[config.mk]
export PLATFORM = sky130hd
export DESIGN_NAME = alu_decoder_ext
export DESIGN_NICKNAME = d
export VERILOG_FILES = /design/src/rtl/alu_decoder_ext.sv
export SDC_FILE = /design/constraint.sdc
export NUM_CORES = 2
export LEC_CHECK = 0
export CORE_MARGIN = 5
export CORE_UTILIZATION = 50
export DETAILED_ROUTE_END_ITERATION = 16
export PLACE_DENSITY = 0.66
export SLEW_MARGIN = 20
export SYNTH_ARGS = -nofsm -noshare
export SYNTH_HDL_FRONTEND = slang
export SYNTH_SLANG_ARGS = --single-unit
[constraint.sdc]
create_clock -name clk -period 23.1 [get_ports clk]
set_input_delay 6.93 -clock clk [delete_from_list [all_inputs] [get_ports clk]]
set_output_delay 6.93 -clock clk [all_outputs]
set_load 0.005 [all_outputs]
[src/rtl/alu_decoder_ext.sv]
// RV32IM ALU decoder: combinational ALUControl for RV32I ops plus a multi-cycle
// multiply/divide sequencer for M-extension instructions.
module alu_decoder_ext #(
  parameter int OP_WIDTH       = 7,
  parameter int FUNCT3_WIDTH   = 3,
  parameter int ALU_OP_WIDTH   = 2,
  parameter int ALU_CTRL_WIDTH = 4,
  parameter int DATA_WIDTH     = 32,
  parameter int MUL_CYCLES     = 2
) (
  input  logic                      clk,
  input  logic                      rst,
  input  logic                      valid,
  input  logic                      flush,
  input  logic [OP_WIDTH-1:0]       op,
  input  logic [FUNCT3_WIDTH-1:0]   funct3,
  input  logic                      funct7_5,
  input  logic                      funct7_0,
  input  logic [ALU_OP_WIDTH-1:0]   ALUOp,
  input  logic [DATA_WIDTH-1:0]     srcA,
  input  logic [DATA_WIDTH-1:0]     srcB,
  output logic [ALU_CTRL_WIDTH-1:0] ALUControl,
  output logic                      stall,
  output logic                      md_valid,
  output logic [DATA_WIDTH-1:0]     md_result
);
  localparam int W       = DATA_WIDTH;
  localparam int CNT_MAX = (DATA_WIDTH > MUL_CYCLES) ? DATA_WIDTH : MUL_CYCLES;
  localparam int CNT_W   = $clog2(CNT_MAX + 1);
  localparam logic [W-1:0] MOST_NEG = {1'b1, {(W-1){1'b0}}};

  typedef enum logic [1:0] {IDLE, MUL, DIV, DONE} state_e;
  typedef enum logic [3:0] {
    ALU_ADD = 4'd0, ALU_SUB = 4'd1, ALU_AND = 4'd2, ALU_OR = 4'd3,
    ALU_XOR = 4'd4, ALU_SLT = 4'd5, ALU_SLTU = 4'd6, ALU_SLL = 4'd7,
    ALU_SRL = 4'd8, ALU_SRA = 4'd9, ALU_PASSB = 4'd10
  } alu_ctrl_e;

  state_e           state, state_nxt;
  alu_ctrl_e        alu_ctrl;
  logic [CNT_W-1:0] cnt;
  logic [1:0]       f3_q;
  logic [W-1:0]     a_q, b_q, rem_q, quo_q, bmag_q;
  logic             q_neg, r_neg;

  logic m_op, start, sgn_div, a_neg, b_neg, div_special;
  logic [W-1:0] a_mag, b_mag, special_res;
  logic unused_op;

  assign unused_op   = ^{op[OP_WIDTH-1:6], op[4:0]};
  assign m_op        = (ALUOp == ALU_OP_WIDTH'(2)) && op[5] && funct7_0;
  assign start       = valid && m_op && !flush;
  assign sgn_div     = !funct3[0];
  assign a_neg       = sgn_div && srcA[W-1];
  assign b_neg       = sgn_div && srcB[W-1];
  assign a_mag       = a_neg ? -srcA : srcA;
  assign b_mag       = b_neg ? -srcB : srcB;
  assign div_special = (srcB == '0) || (sgn_div && srcA == MOST_NEG && srcB == '1);
  assign special_res = (srcB == '0) ? (funct3[1] ? srcA : '1)
                                    : (funct3[1] ? '0 : MOST_NEG);

  // Operands sign/zero-extended to 2W+2 bits so one unsigned multiply covers all four variants.
  logic [2*W+1:0] mul_a, mul_b, prod;
  logic [W-1:0]   mul_res;
  assign mul_a   = {{(W+2){(f3_q != 2'b11) && a_q[W-1]}}, a_q};
  assign mul_b   = {{(W+2){(f3_q == 2'b01) && b_q[W-1]}}, b_q};
  assign prod    = mul_a * mul_b;
  assign mul_res = (f3_q == 2'b00) ? prod[W-1:0] : prod[2*W-1:W];

  // Restoring divide step on magnitudes; signs are applied to the final step's output.
  logic [W:0]   trial, diff;
  logic         q_bit;
  logic [W-1:0] rem_nxt, quo_nxt, div_res;
  assign trial   = {rem_q, quo_q[W-1]};
  assign diff    = trial - {1'b0, bmag_q};
  assign q_bit   = !diff[W];
  assign rem_nxt = q_bit ? diff[W-1:0] : trial[W-1:0];
  assign quo_nxt = {quo_q[W-2:0], q_bit};
  assign div_res = f3_q[1] ? (r_neg ? -rem_nxt : rem_nxt)
                           : (q_neg ? -quo_nxt : quo_nxt);

  always_ff @(posedge clk) begin
    if (rst) state <= IDLE;
    else     state <= state_nxt;
  end

  always_comb begin
    state_nxt = state;
    if (flush) state_nxt = IDLE;
    else begin
      case (state)
        IDLE: if (start) state_nxt = !funct3[2] ? MUL : (div_special ? DONE : DIV);
        MUL:  if (cnt == CNT_W'(1)) state_nxt = DONE;
        DIV:  if (cnt == CNT_W'(1)) state_nxt = DONE;
        DONE: state_nxt = IDLE;
        default: state_nxt = IDLE;
      endcase
    end
  end

  always_ff @(posedge clk) begin
    if (rst) begin
      cnt       <= '0;
      md_result <= '0;
      f3_q      <= '0;
      a_q       <= '0;
      b_q       <= '0;
      rem_q     <= '0;
      quo_q     <= '0;
      bmag_q    <= '0;
      q_neg     <= 1'b0;
      r_neg     <= 1'b0;
    end else if (flush) begin
      cnt <= '0;
    end else begin
      case (state)
        IDLE: if (start) begin
          f3_q   <= funct3[1:0];
          a_q    <= srcA;
          b_q    <= srcB;
          rem_q  <= '0;
          quo_q  <= a_mag;
          bmag_q <= b_mag;
          q_neg  <= a_neg ^ b_neg;
          r_neg  <= a_neg;
          if (!funct3[2]) cnt <= CNT_W'(MUL_CYCLES);
          else if (div_special) begin
            cnt       <= '0;
            md_result <= special_res;
          end else cnt <= CNT_W'(W);
        end
        MUL: begin
          cnt <= cnt - CNT_W'(1);
          if (cnt == CNT_W'(1)) md_result <= mul_res;
        end
        DIV: begin
          cnt   <= cnt - CNT_W'(1);
          rem_q <= rem_nxt;
          quo_q <= quo_nxt;
          if (cnt == CNT_W'(1)) md_result <= div_res;
        end
        default: cnt <= '0;
      endcase
    end
  end

  always_comb begin
    md_valid = !rst && (state == DONE);
    stall    = !rst && (((state == IDLE) && start) || (state == MUL) || (state == DIV));
  end

  always_comb begin
    alu_ctrl = ALU_ADD;
    case (ALUOp)
      ALU_OP_WIDTH'(0): alu_ctrl = ALU_ADD;
      ALU_OP_WIDTH'(1): alu_ctrl = ALU_SUB;
      ALU_OP_WIDTH'(3): alu_ctrl = ALU_PASSB;
      ALU_OP_WIDTH'(2): begin
        if (m_op) alu_ctrl = ALU_ADD;
        else begin
          case (funct3[2:0])
            3'b000: alu_ctrl = (op[5] && funct7_5) ? ALU_SUB : ALU_ADD;
            3'b001: alu_ctrl = ALU_SLL;
            3'b010: alu_ctrl = ALU_SLT;
            3'b011: alu_ctrl = ALU_SLTU;
            3'b100: alu_ctrl = ALU_XOR;
            3'b101: alu_ctrl = funct7_5 ? ALU_SRA : ALU_SRL;
            3'b110: alu_ctrl = ALU_OR;
            default: alu_ctrl = ALU_AND;
          endcase
        end
      end
      default: alu_ctrl = ALU_ADD;
    endcase
    ALUControl = ALU_CTRL_WIDTH'(alu_ctrl);
  end
endmodule

==> out/qor.csv <==
metric,value,unit
worst-margin pin slew,1220,ps
Post-synth EDFFs,0,
syn avg cell area,8.36,um2
Power Density,17.4,nW/um2
Worst Hold Class,flip-flop to flip-flop,
worst-path fanout max,55,
drt wl/cell,20.7,um
clock sink count,203,
sequence of cells on the critical path,clkdlybuf4s50_1 -> nand3b_1 -> nor4_2 -> buf_4 -> nor3_1 -> nor2_1 -> clkdlybuf4s50_1,
flop2flop setup slack,13060,ps
# diodes,0,
R2R Path Start,a_q[31],
internal power,660,uW
Setup TNS,0,ps
"Slew Viols, Final",0,
Worst Hold End,md_result[3],
synth warn,0,
clock buffer depth,3,
"most common cell after layout, fill and taps aside",inv_1,
number of unique standard cell types used by synthesis,92,
setup violators final,0,
post-CTS resize count,0,
hold_sp,md_result[3],
Worst EP arrival,9210,ps
die area,112000,um2
DR vias,42600,
Post-synth ARST share,0,%
"Cell Area, Synth",52500,um2
number of global-route vias before repair,44000,
"commonest cells after routing, fill and taps aside","inv_1 (1,258), fa_1 (1,126), nand2_1 (1,108), and2_1 (280), a21oi_1 (267)",
slowest CP cell,buf_4,
total CTS buffers,25,
Final #Nets,7587,
Post-Syn Nets,7747,
Combinational Power Share,21.3,%
hold_ws,448,ps
fmax,0.0620,GHz
Reg2Reg Depth,29,
Area growth syn-to-layout,5.49,%
TritonRoute pass-1 iters,6,
leakage,0.0247,uW
Final Hold Vio Count,0,
CTS tree,done,
worst skew pair latency,550,ps
Sw Ratio,31.6,%
RSZ-0062 raised after global routing,no,
r2r endpoint,md_result[26],
critical path's most frequent cell,clkdlybuf4s50_1,
I/O Pins,120,
number of routed nets with antenna violations,0,
clock root buffer,clkbuf_16,
H-tree depth,1,
fin crit share,69.9,%
Port Buffer Count,113,
gr usage total,28.1,%
postcts setup bufs,0,
final wirelength,156000,um
hold-fix buffers at CTS,0,
top_reg_cell synth,dfxtp_1,
"slowest stage delay, CP",610,ps
Tmin final,16140,ps
Initial Util,50.5,%
initial antenna violation count,4,
WHS Path Cells,2,
FF/Latch Area,4070,um2
Switching Power,305,uW
Slew Limit Headroom,18.5,%
vias per cell,5.66,
Critical Path Sink Type,output pin,
Final HPWL DP,123000,um
first-pass GRT wire length,249000,um
clock skew,28.8,ps
share of power burned in registers,36.8,%
area of the multi-input gates,42200,um2
filler cell count,9860,
cells after synthesis,6283,
Die Width,334,um
DIE HEIGHT,334,um
WP data required,16170,ps
critical setup path kind,input pin to output pin,
DRC,0,
clk slew on worst S/H paths,60,ps
sequential share of the synthesized area,7.74,%
peak supply drop,51.3,uV
MaxCap Viol Count,0,
Yosys reg bits,203,
share of post-route cells with drive strength above 1,3.06,%
power share of the clock group,42.0,%
largest net degree at the start of global routing,99,
grt total ovfl,0,
status,"finished, final reports clean",
DR iter-0 viols,3146,
Core ar.,104000,um2
CP startpoint kind,input pin,
Core Rows,118,
placer congestion estimate,0.966,
-- metrics by stage --
stage          total power [uW]  instances  instance area (um2)  setup WS (ps)  utilization (%)
2_1_floorplan               490       6283                52500           8030                -
3_3_place_gp                561       7476                54600           6940             52.5
3_5_place_dp                562       7476                54600           6970             52.5
4_1_cts                     966       7519                55400           6960             53.3
5_1_grt                     996       7519                55400           6840             53.3
6_report                    965       7519                55400           6960             53.3
-- synthesized netlist by cell type, drive strengths merged (12+ instances only) --
cell | number | area share (%)
buf | 27 | 0.29
or4 | 15 | 0.22
clkbuf | 364 | 2.6
o31ai | 27 | 0.39
nand4 | 34 | 0.41
nor2b | 18 | 0.21
a21oi | 268 | 2.6
o21a | 21 | 0.31
dfxtp | 203 | 7.7
inv | 1259 | 9.0
fa | 1126 | 43
or2 | 17 | 0.20
ha | 256 | 6.1
mux2i | 32 | 0.63
or3 | 31 | 0.38
nor2 | 260 | 1.9
nor3b | 12 | 0.17
nor4 | 21 | 0.30
and2 | 280 | 3.3
nand3 | 35 | 0.33
a31oi | 53 | 0.63
a211oi | 57 | 0.84
nand2 | 1110 | 7.9
o211ai | 23 | 0.33
a221oi | 18 | 0.30
xor2 | 78 | 1.3
nor3 | 42 | 0.42
nand2b | 26 | 0.31
a21o | 64 | 0.92
xnor2 | 114 | 1.9
o41ai | 17 | 0.31
o21ai | 179 | 1.7
and3 | 35 | 0.42
-- cell families (layout without fill, tap and decap cells) --
| group | after synthesis | after routing | synth area share, % |
|---|---|---|---|
| and+or+nand+nor | 1955 | 1955 | 16.8 |
| buffers and inverters | 1652 | 1508 | 11.9 |
| adders and majority gates | 1382 | 1382 | 49.0 |
| AOI/OAI and AO/OA | 863 | 863 | 10.6 |
| DFF | 203 | 203 | 7.74 |
| xor gates and xnor gates | 192 | 192 | 3.20 |
| muxes | 36 | 36 | 0.720 |
-- metal layers --
| metal | global-route usage (%) | routed length [um] |
|---|---|---|
| met5 | 0 | 20 |
| met4 | 8.97 | 6010 |
| met3 | 2.50 | 9370 |
| met2 | 48.5 | 76700 |
| met1 | 37.7 | 63900 |
-- sequential cells by signal (all words and copies together), names as in the netlist --
register	flops
md_result	32
quo_q	32
state	2
cnt	6
b_q	32
a_q	32
q_neg	1
rem_q	32
bmag_q	31
f3_q	2
r_neg	1
-- critical path: cells and delay by family --
family        cells  cell delay [ps]
buf+inv           3             1600
simple gates      4              680
-- power groups by stage --
stage          clock network, uW  logic [uW]  registers, uW
2_1_floorplan                  0         128            361
3_3_place_gp                   0         198            363
3_5_place_dp                   0         200            363
4_1_cts                      410         201            355
5_1_grt                      422         218            355
6_report                     405         205            355
-- how the worst max path moves through the flow --
stage,start,to,slack [ps],cells past startpoint
2_1_floorplan,ALUOp[0],stall,8030,6
3_3_place_gp,ALUOp[0],stall,6940,7
3_5_place_dp,ALUOp[0],stall,6970,7
4_1_cts,ALUOp[0],stall,6960,7
5_1_grt,ALUOp[0],stall,6840,7
6_report,ALUOp[0],stall,6960,7
-- layout make-up --
class | instances | area share [%]
multi-input combinational | 4428 | 76.2
timing repair buffer | 204 | 3.28
clock buffer | 35 | 1.31
tap | 1380 | 3.12
clock inverter | 8 | 0.181
sequential | 203 | 7.35
inverter | 1261 | 8.55
Power figures use the tool's default switching activity.
